## src/rtl/pwl_synth_pkg.sv

```systemverilog
// Shared defaults and FSM state encoding for the PWL synth audio output path.
// No logic here; imported by the mixer and its PWM back end.
package pwl_synth_pkg;

    localparam int DEF_NUM_CHANNELS = 4;
    localparam int DEF_SAMPLE_BITS  = 10;
    localparam int DEF_PWM_BITS     = DEF_SAMPLE_BITS + $clog2(DEF_NUM_CHANNELS);

    typedef enum logic {
        ACCUM = 1'b0,
        HOLD  = 1'b1
    } mix_state_e;

endpackage

```

## src/rtl/pwl_pwm_dac.sv

```systemverilog
// Free-running PWM counter and comparator with a wrap-aligned duty register.
// pwm_out is registered (one cycle behind the counter); duty_load is honoured only on the wrap cycle.
module pwl_pwm_dac
    import pwl_synth_pkg::*;
#(
    parameter int PWM_BITS = DEF_PWM_BITS
) (
    input  logic                clk,
    input  logic                reset,
    input  logic                duty_load,
    input  logic [PWM_BITS-1:0] duty,
    output logic                pwm_out,
    output logic                wrap
);

    localparam logic [PWM_BITS-1:0] MID = {1'b1, {(PWM_BITS-1){1'b0}}};

    logic [PWM_BITS-1:0] cnt_q;
    logic [PWM_BITS-1:0] duty_q;
    logic                pwm_q;

    assign wrap    = &cnt_q;
    assign pwm_out = pwm_q;

    always_ff @(posedge clk) begin
        if (reset) begin
            cnt_q  <= '0;
            duty_q <= MID;
            pwm_q  <= 1'b0;
        end else begin
            cnt_q <= cnt_q + 1'b1;
            pwm_q <= (cnt_q < duty_q);
            // Swapping duty only as the counter rolls over keeps each period intact.
            if (duty_load && wrap) begin
                duty_q <= duty;
            end
        end
    end

endmodule

```

## src/rtl/pwl_output_mixer.sv

```systemverilog
// Sums one signed sample per channel into a frame and hands it, offset-binary, to the PWM DAC.
// Frames must arrive in channel order; in_ready drops while a finished frame waits for the next wrap.
module pwl_output_mixer
    import pwl_synth_pkg::*;
#(
    parameter int NUM_CHANNELS = DEF_NUM_CHANNELS,
    parameter int SAMPLE_BITS  = DEF_SAMPLE_BITS,
    parameter int PWM_BITS     = DEF_PWM_BITS
) (
    input  logic                   clk,
    input  logic                   reset,
    input  logic                   in_valid,
    output logic                   in_ready,
    input  logic [1:0]             in_channel,
    input  logic [SAMPLE_BITS-1:0] in_sample,
    output logic                   pwm_out,
    output logic [PWM_BITS-1:0]    out_sample,
    output logic                   out_tick,
    output logic                   seq_error
);

    localparam int                  EXT     = PWM_BITS - SAMPLE_BITS;
    localparam logic [1:0]          LAST_CH = 2'(NUM_CHANNELS - 1);
    localparam logic [PWM_BITS-1:0] MID     = {1'b1, {(PWM_BITS-1){1'b0}}};

    mix_state_e          state_q;
    logic [PWM_BITS-1:0] acc_q;
    logic [PWM_BITS-1:0] pending_q;
    logic [PWM_BITS-1:0] out_sample_q;
    logic [1:0]          next_ch_q;
    logic                tick_q;
    logic                seq_err_q;

    logic [PWM_BITS-1:0] sample_ext;
    logic [PWM_BITS-1:0] sum_d;
    logic                xfer;
    logic                wrap;

    assign sample_ext = {{EXT{in_sample[SAMPLE_BITS-1]}}, in_sample};
    assign sum_d      = acc_q + sample_ext;
    assign in_ready   = (state_q == ACCUM);
    assign xfer       = in_valid && in_ready;

    assign out_sample = out_sample_q;
    assign out_tick   = tick_q;
    assign seq_error  = seq_err_q;

    always_ff @(posedge clk) begin
        if (reset) begin
            state_q      <= ACCUM;
            acc_q        <= '0;
            pending_q    <= '0;
            out_sample_q <= MID;
            next_ch_q    <= '0;
            tick_q       <= 1'b0;
            seq_err_q    <= 1'b0;
        end else begin
            tick_q <= 1'b0;
            if (xfer) begin
                if (in_channel == next_ch_q) begin
                    if (next_ch_q == LAST_CH) begin
                        // Flipping the sign bit maps two's complement onto an unsigned duty.
                        pending_q <= {~sum_d[PWM_BITS-1], sum_d[PWM_BITS-2:0]};
                        acc_q     <= '0;
                        next_ch_q <= '0;
                        state_q   <= HOLD;
                    end else begin
                        acc_q     <= sum_d;
                        next_ch_q <= next_ch_q + 2'd1;
                    end
                end else begin
                    seq_err_q <= 1'b1;
                    if (in_channel == 2'd0) begin
                        acc_q     <= sample_ext;
                        next_ch_q <= 2'd1;
                    end else begin
                        acc_q     <= '0;
                        next_ch_q <= '0;
                    end
                end
            end
            if ((state_q == HOLD) && wrap) begin
                out_sample_q <= pending_q;
                tick_q       <= 1'b1;
                state_q      <= ACCUM;
            end
        end
    end

    pwl_pwm_dac #(
        .PWM_BITS (PWM_BITS)
    ) u_dac (
        .clk       (clk),
        .reset     (reset),
        .duty_load (state_q == HOLD),
        .duty      (pending_q),
        .pwm_out   (pwm_out),
        .wrap      (wrap)
    );

endmodule

```

## config.mk

```make
export PLATFORM = sky130hd
export DESIGN_NAME = pwl_output_mixer
export DESIGN_NICKNAME = d
export VERILOG_FILES = /design/src/rtl/pwl_synth_pkg.sv /design/src/rtl/pwl_pwm_dac.sv /design/src/rtl/pwl_output_mixer.sv
export SDC_FILE = /design/constraint.sdc
export NUM_CORES = 1
export LEC_CHECK = 0
export CORE_MARGIN = 3
export CORE_UTILIZATION = 30
export DETAILED_ROUTE_END_ITERATION = 7
export GPL_TIMING_DRIVEN = 0
export SYNTH_ARGS = -nofsm -noshare
export SYNTH_HDL_FRONTEND = slang
export SYNTH_SLANG_ARGS = --single-unit
export TNS_END_PERCENT = 30
```

## constraint.sdc

```tcl
create_clock -name clk -period 6.9 [get_ports clk]
set_clock_uncertainty 0.2 [all_clocks]
set_input_delay 1.38 -clock clk [delete_from_list [all_inputs] [get_ports clk]]
set_output_delay 1.38 -clock clk [all_outputs]
set_load 0.02 [all_outputs]
```

==> qor.txt, run 1 <==
status -> complete, no violations
post-cts sizing count -> 0
crit end category -> flop
hpwl dp -> 5.71 mm
met2 wire len -> 3.63 mm
TritonCTS Buffers -> 5
met3 wire len -> 298 um
share of layout cells above drive strength 1 -> 0.0500
Seq/Total Area, Yosys -> 0.362
Clock Latency Late Sink -> 0.32 ns
die height -> 106 um
top achievable clock speed -> 253 MHz
WL/cell -> 14.8 um
GRT Util Overall -> 0.138
core area -> 9460 um^2
final worst-path cycle share -> 0.572
path type of the worst setup path -> input pin to flop
CP max FO -> 3
peak supply drop -> 0.0745 mV
Die W -> 106 um
max capacitance violation total -> 0
Slew @ Worst Pin -> 0.810 ns
count of cell types in the netlist -> 50
syn_nets -> 384
fin. max-slew vios -> 0
yosys warns -> 0
antenna violations before repair -> 0
reg2reg start -> acc_q[0]
WL final -> 7.51 mm
Async SR Flop Fraction -> 0
Area Growth Syn to Fin -> 17.9%
WHS -> 0.259 ns
leakage power -> 1.33 nW
Synth top cells by count -> 54 x dfxtp_1, 26 x a21oi_1, 24 x ha_1
Mapped Avg Cell Area -> 8.67 um^2
TritonCTS clock tree -> built
Initial DRT Pass Iterations -> 4
GRT Residual Overflow -> 0
Die Area -> 11,200 um^2
relative slew slack -> 0.446
Synth Register Bits -> 54
largest net degree at the start of global routing -> 17
Post-Synthesis Cells -> 344
antenna viol nets, final -> 0
leading cell type by number of instances after synthesis -> dfxtp_1
final hold violations -> 0
Hold Startpoint -> pending_q[5]
mapped cell area -> 2980 um^2
highest metal used -> met4
Synth area leaders -> dfxtp_1 36%, ha_1 10%, a21oi_1 4.4%
PortBufs -> 29
CP arrival -> 3.92 ns
Max Root-Sink Buffers -> 2
Via density -> 5.16
io pins -> 31
Metal-1 WL -> 3.52 mm
EDFF count, synth -> 0
# rows -> 35
CP startpoint -> in_sample[0]
clk slew on worst S/H paths -> 0.11 ns
# hold bufs at CTS -> 0
Post-CTS Setup Bufs -> 0
DRC viols -> 0
worst min-delay path class -> flop to flop
vias post-DR -> 2,628
Main synth FF type -> dfxtp_1
initial DRC count -> 100
RSZ-0062 raised after global routing -> no
Final setup viols -> 0
CP required -> 6.87 ns
Final Net Count -> 420
clk sinks -> 54
global-route wire length before repair -> 12.6 mm
Synth top area share -> 0.362
n_diodes -> 0
number of global-route vias before repair -> 2,581
power density over the cells -> 175 nW/um^2
fin crit period -> 3.95 ns
CP startpoint kind -> input pin
largest area contributor in the netlist -> dfxtp_1
Starting Density -> 0.315
H-Tree Depth -> 2
CTS Root Cell -> clkbuf_8
TNS Setup -> 0 ns
Placer Congestion -> 0.867
flip-flops by register name, summed over array words and instances (netlist names):
name and count:
state_q 1, u_dac.pwm_out 1, out_tick 1, pending_q 12
next_ch_q 2, acc_q 12, u_dac.cnt_q 12, seq_error 1
u_dac.duty_q 12
through the flow:
step / instance area [um^2] / std cells / setup WS (ns) / util / power, mW
6_report: 3520 / 509 / 2.95 / 0.372 / 0.614
5_1_grt: 3520 / 509 / 2.77 / 0.372 / 0.644
4_1_cts: 3520 / 509 / 2.96 / 0.372 / 0.618
3_5_place_dp: 3440 / 502 / 2.64 / 0.363 / 0.439
3_3_place_gp: 3440 / 502 / 2.63 / 0.363 / 0.438
2_1_floorplan: 2980 / 344 / 3.58 / - / 0.407
cell families (layout without fill, tap and decap cells):
group | after synthesis | after routing | synth area share
xor gates and xnor gates | 14 | 14 | 0.0461
DFF | 54 | 54 | 0.362
and+or+nand+nor | 113 | 113 | 0.205
buffers and inverters | 37 | 73 | 0.0482
adders and majority gates | 25 | 25 | 0.107
AOI/OAI and AO/OA | 101 | 101 | 0.231
area by class of cell:
class / count / area [um^2]
buffer: 18 / 72.6
clock buffer: 5 / 68.8
clock inverter: 2 / 13.8
fill: 995 / 5940
inverter: 19 / 71.3
multi-input combinational: 253 / 1760
sequential: 54 / 1080
tap: 129 / 161
timing repair buffer: 29 / 290
cell usage in the layout (no fill, tap or decap), types with 5 or more instances in the layout:
cell type	netlist	routed
a22o_1	11	11
clkbuf_8	0	5
clkbuf_1	12	12
clkdlybuf4s50_1	0	29
o21ai_0	17	17
nand2_1	19	19
nor3_1	12	12
a21oi_1	26	26
or4_1	5	5
a21o_1	8	8
nand3_1	17	17
ha_1	24	24
nand4_1	8	8
a211oi_1	9	9
dfxtp_1	54	54
xnor2_1	6	6
xor2_1	6	6
inv_1	19	19
nor2_1	21	21
or3_1	7	7
routing by layer:
metal / up-vias / track usage
met4: 0 / 0.0426
met2: 50 / 0.236
met3: 5 / 0.0239
met5: - / 0
li1: 1351 / -
met1: 1222 / 0.178
where the power goes:
part / switching (mW) / leakage [nW] / internal, mW / total (mW)
registers: 0.00579 / 0.439 / 0.320 / 0.326
clock network: 0.110 / 0.0444 / 0.0706 / 0.180
logic: 0.0643 / 0.844 / 0.0438 / 0.108
total: 0.180 / 1.33 / 0.434 / 0.614
worst max-delay path: stages:
cell and delay (ns):
clkdlybuf4s50_1 0.48, ha_1 0.18, inv_1 0.06, fa_1 0.40, nor2b_1 0.22, o211ai_1 0.15, nor4b_1 0.19, a2111oi_0 0.71
o22ai_1 0.15
final timing paths:
check / endpoint / slack, ns / cells after the start
worst max-delay path: acc_q[6] / 2.95 / 9
worst min-delay path: pending_q[5] / 0.26 / 2
worst max register to register: acc_q[6] / 4.17 / 8
worst min register to register: pending_q[5] / 0.26 / 2
Note: power is estimated with default switching activity, not from simulation.
==> inputs of run 2 (changes only) <==
==> constraint.sdc (replaced) <==
create_clock -name clk -period 3.9 [get_ports clk]
set_clock_uncertainty 0.2 [all_clocks]
set_input_delay 0.78 -clock clk [delete_from_list [all_inputs] [get_ports clk]]
set_output_delay 0.78 -clock clk [all_outputs]
set_load 0.02 [all_outputs]
==> results of run 2 <==
Same layout as run 1 (identical final DEF). Status: complete, no violations.
Among the figures that moved: setup slack after placement 2.64 ns -> 0.238 ns; setup slack after layout 2.95 ns -> 0.553 ns; register-to-register setup slack 4.17 ns -> 1.17 ns; total power 0.614 mW -> 1.09 mW; worst IR drop on VDD 0.0745 mV -> 0.132 mV
==> inputs of run 3 (changes only) <==
--- a/config.mk
+++ b/config.mk
@@ -12,4 +12,3 @@
 export SYNTH_ARGS = -nofsm -noshare
 export SYNTH_HDL_FRONTEND = slang
 export SYNTH_SLANG_ARGS = --single-unit
-export TNS_END_PERCENT = 30
==> results of run 3 <==
Same layout as run 1 (identical final DEF). Status: complete, no violations.
Among the figures that moved: setup slack after placement 2.64 ns -> 0.238 ns; setup slack after layout 2.95 ns -> 0.553 ns; register-to-register setup slack 4.17 ns -> 1.17 ns; total power 0.614 mW -> 1.09 mW; worst IR drop on VDD 0.0745 mV -> 0.132 mV
==> RTL change 1: new RTL, settings of run 1 <==
Make the reset (`reset`) asynchronous in 2 clocked blocks.
--- a/src/rtl/pwl_pwm_dac.sv
+++ b/src/rtl/pwl_pwm_dac.sv
@@ -22,7 +22,7 @@
     assign wrap    = &cnt_q;
     assign pwm_out = pwm_q;
 
-    always_ff @(posedge clk) begin
+    always_ff @(posedge clk or posedge reset) begin
         if (reset) begin
             cnt_q  <= '0;
             duty_q <= MID;
--- a/src/rtl/pwl_output_mixer.sv
+++ b/src/rtl/pwl_output_mixer.sv
@@ -45,7 +45,7 @@
     assign out_tick   = tick_q;
     assign seq_error  = seq_err_q;
 
-    always_ff @(posedge clk) begin
+    always_ff @(posedge clk or posedge reset) begin
         if (reset) begin
             state_q      <= ACCUM;
             acc_q        <= '0;
Behaviour: differs if reset is asserted again (counterexample within 4 cycles, from zero or initial values and one cycle with reset high); with reset held inactive, the same outputs for 10 cycles.
==> RTL change 1 against run 1 <==
Routed wire length down 17%; final area down 1.9%; critical path depth up 1; worst hold slack better by 32 ps; sequential power down 1%; worst setup slack better by 350 ps; total power down 5.2%; global-route usage down 1.5 points; count of clock-buffer cells in the layout unchanged; synthesized area down 3.5%; first-iteration DRC count down 51%; sequential cell count unchanged; largest cell class unchanged.
==> RTL change 1: results (changes against run 1) <==
stage;metric;value;unit;change
synthesis;synth_xor_area_frac;0.0639;;+0.0178
worst_setup_path;rr_startpoint;u_dac.cnt_q[0]$_DFF_PP0_;;
routing;vias;2143;;-18%
synthesis;synth_cell_types;38;;-24%
clocking;cts.clk_slew.worst_paths;100;ps;
cells_and_area;n_all_buffers;40;;-15%
synthesis;syn_nets;325;;-15%
grt;grt_util_met2;0.207;;-0.0293
synthesis;synth_seq_area_share;0.470;;+0.108
synthesis;async_flop_share;1.00;;+1.00
worst_setup_path;ff2ff_setup_slack;4440;ps;+270 ps
power_and_ir_drop;power.switching;0.000157;W;-13%
synthesis;synth_area_leaders;dfrtp_1 (46%), ha_1 (10%), o21ai_0 (3.8%), nand2_1 (3.8%), xnor2_1 (3.7%);;
routing;route.met3.wl;217;µm;-27%
place;dp_hpwl;4780;µm;-16%
place;io_buffers;30;;+3.4%
cells_and_area;layout.nonclk_buf_frac;0.104;;+0.000931
sta;tightestPinTransition;728;ps;-82.1 ps
worst_setup_path;crit_end;acc_q[10]$_DFFE_PP0P_;;
grt;grt_pass1_wl;10900;µm;-13%
power_and_ir_drop;peakVddDrop;80.1;µV;+7.4%
synthesis;synth_compound_area_frac;0.159;;-0.0720
cells_and_area;multi_input_area_share;0.410;;-0.0896
grt;grt_antenna_before_repair;0;;unchanged
routing;drt_iter0_markers;49;;-51%
power_and_ir_drop;powerSeq;0.000322;W;-1%
routing;wl_per_cell;13.7;µm;-7.2%
power_and_ir_drop;leakage;1.54;nW;+16%
cells_and_area;clk_share;0.0261;;+0.00264
cells_and_area;antennaDiodeCount;0;;unchanged
cells_and_area;layout.comb_gates.multi_input;203;;-20%
synthesis;yosys-top-cells-count;dfrtp_1 (53), nand2_1 (29), ha_1 (24);;
synthesis;synth.area.mux_share;0.0313;;+0.0313
worst_setup_path;r2r_cells;5;;-3
cells_and_area;num-nets-final;363;;-14%
cells_and_area;layout-drive-gt1-share;0.0802;;+0.0302
routing;met1Wirelength;2920;µm;-17%
clocking;ctsResizeCount;0;;unchanged
grt;grt_max_degree;30;;+13
synthesis;synth-adder-area-share;0.111;;+0.00392
worst_setup_path;critPathArrivalTime;3590;ps;-330 ps
cells_and_area;seq_share;0.392;;+0.0847
worst_setup_path;reg2reg_to;u_dac.duty_q[5]$_DFFE_PP0P_;;
place;place.gp.congestion;0.794;;-8.4%
min_path;min_from;pending_q[7]$_DFFE_PP0P_;;
min_path;min_to;pending_q[7]$_DFFE_PP0P_;;
power_and_ir_drop;power.clock.fraction;0.316;;+0.022
routing;wl_met2;2990;µm;-17%
run_status;status;finished clean;;
-- RTL change 1: cell types whose count changed in the layout (fill, tap and decap cells not counted), moves of 8 or more --
cell	before	now
nand2_1	19	29
a211oi_1	9	1
a22o_1	11	0
nand3_1	17	7
nor3_1	12	3
a21oi_1	26	15
mux2_2	0	8
dfxtp_1	54	0
dfrtp_1	0	53
-- RTL change 1: per-stage QoR --
step           setup WS [ps]  hold slack [ps]  power, W  area (µm²)  cells
2_1_floorplan           3650              244  0.000379        2880    285
3_3_place_gp            2940              264  0.000402        3340    444
3_5_place_dp            2990              272  0.000405        3360    445
4_1_cts                 3330              298  0.000590        3450    453
5_1_grt                 3120              306  0.000614        3450    453
6_report                3310              291  0.000582        3450    453
-- RTL change 1: worst max-delay path, cell delays in order --
cell and delay [ps]:
clkdlybuf4s50_1 480, ha_1 170, inv_1 50, fa_1 400
nor2b_1 170, o31a_1 160, o21ai_0 150, o21bai_1 210
xor2_1 120, a221o_1 290
==> RTL change 2: new RTL, flow settings as in run 1 <==
Without the edit above. `DEF_SAMPLE_BITS`: 10 -> 8.
--- a/src/rtl/pwl_synth_pkg.sv
+++ b/src/rtl/pwl_synth_pkg.sv
@@ -3,7 +3,7 @@
 package pwl_synth_pkg;
 
     localparam int DEF_NUM_CHANNELS = 4;
-    localparam int DEF_SAMPLE_BITS  = 10;
+    localparam int DEF_SAMPLE_BITS  = 8;
     localparam int DEF_PWM_BITS     = DEF_SAMPLE_BITS + $clog2(DEF_NUM_CHANNELS);
 
     typedef enum logic {
Ports: changed (resized in_sample and out_sample); port bits go from 31 to 27. The function was not compared with the original's and may differ.
==> RTL change 2 against run 1 <==
Non-clock buffer count is 13 lower; global-route usage shrank 0.96 points; total power fell by 9.9%; routed wire length is 23% lower; worst setup slack gained 300 ps; sequential cell count decreased by 8; synthesized area shrank 17%; utilization grew 0.59 points; clock power grew 13%; combinational power decreased by 32%; largest cell class unchanged; final area fell by 15%; critical path type unchanged; synthesized cell count shrank 20%.
==> RTL change 2: results (changes against run 1) <==
stage;metric;value;unit;change
worst_setup_path;reg2reg_to;acc_q[8]$_SDFFE_PP0P_;;
synthesis;synth_seq_area_share;0.371;;+0.00870
sta;max_freq;274;MHz;+8.1%
min_path;min_from;pending_q[3]$_SDFFE_PP0P_;;
grt;met1_usage;0.170;;-0.00754
routing;drt_iter0_markers;112;;+12%
worst_setup_path;crit_slowest_cell;clkdlybuf4s50_1;;
cells_and_area;num-nets-final;341;;-19%
place;dp_worst_setup_slack;2910;ps;+269 ps
grt;grt_usage;0.129;;-0.00960
synthesis;synth_cell_types;55;;+10%
power_and_ir_drop;sw_frac_of_total;0.258;;-0.0345
power_and_ir_drop;power.switching;0.000143;W;-20%
worst_setup_path;r2r_cells;7;;-1
synthesis;synth.area.mux_share;0.00806;;+0.00806
place;place.gp.congestion;0.904;;+4.2%
power_and_ir_drop;peakVddDrop;90.9;µV;+22%
grt;grt_max_degree;15;;-2
run_status;status;finished clean;;
synthesis;yosys-top-cells-count;dfxtp_1 (46), a21oi_1 (23), nand2_1 (22);;
worst_setup_path;cp_slowest_stage_delay;430;ps;-280 ps
sta;max_slew_margin;0.553;;+0.107
power_and_ir_drop;leakage;1.15;nW;-13%
power_and_ir_drop;combPwrFrac;0.133;;-0.043
place;io_buffers;26;;-10%
worst_setup_path;ff2ff_setup_slack;4480;ps;+310 ps
synthesis;syn_nets;308;;-20%
grt;grt_pass1_wl;10100;µm;-20%
routing;met1Wirelength;2860;µm;-19%
synthesis;avgSynthCellArea;9.06;µm²;+4.4%
power_and_ir_drop;powerSeq;0.000276;W;-15%
place;dp_hpwl;4480;µm;-22%
grt;grt_util_met2;0.209;;-0.0268
grt;grt_pass1_vias;2057;;-20%
==> RTL change 2: cell types whose count changed after synthesis, sizes merged, moves of 3 or more <==
cell	run 1	this run
clkbuf	12	5
o21ai	17	10
nor3	12	6
a22oi	1	7
nand2	19	23
o211ai	3	0
inv	19	13
or4	5	1
ha	24	20
buf	6	3
dfxtp	54	46
==> RTL change 2: layout make-up <==
class	count	area [µm²]
fillers	802	4910
multi-input cells	206	1470
flip-flops and latches	46	921
repair buffers	26	260
well taps	102	128
clock buffers	6	72.6
inverters	14	52.6
clock inverters	2	37.5
plain buffers	8	36.3
==> RTL change 2: stage by stage <==
step	cell area (µm²)	hold WS (ps)
2_1_floorplan	2480	234
3_3_place_gp	2870	246
3_5_place_dp	2870	248
4_1_cts	2980	263
5_1_grt	2980	291
6_report	2980	260
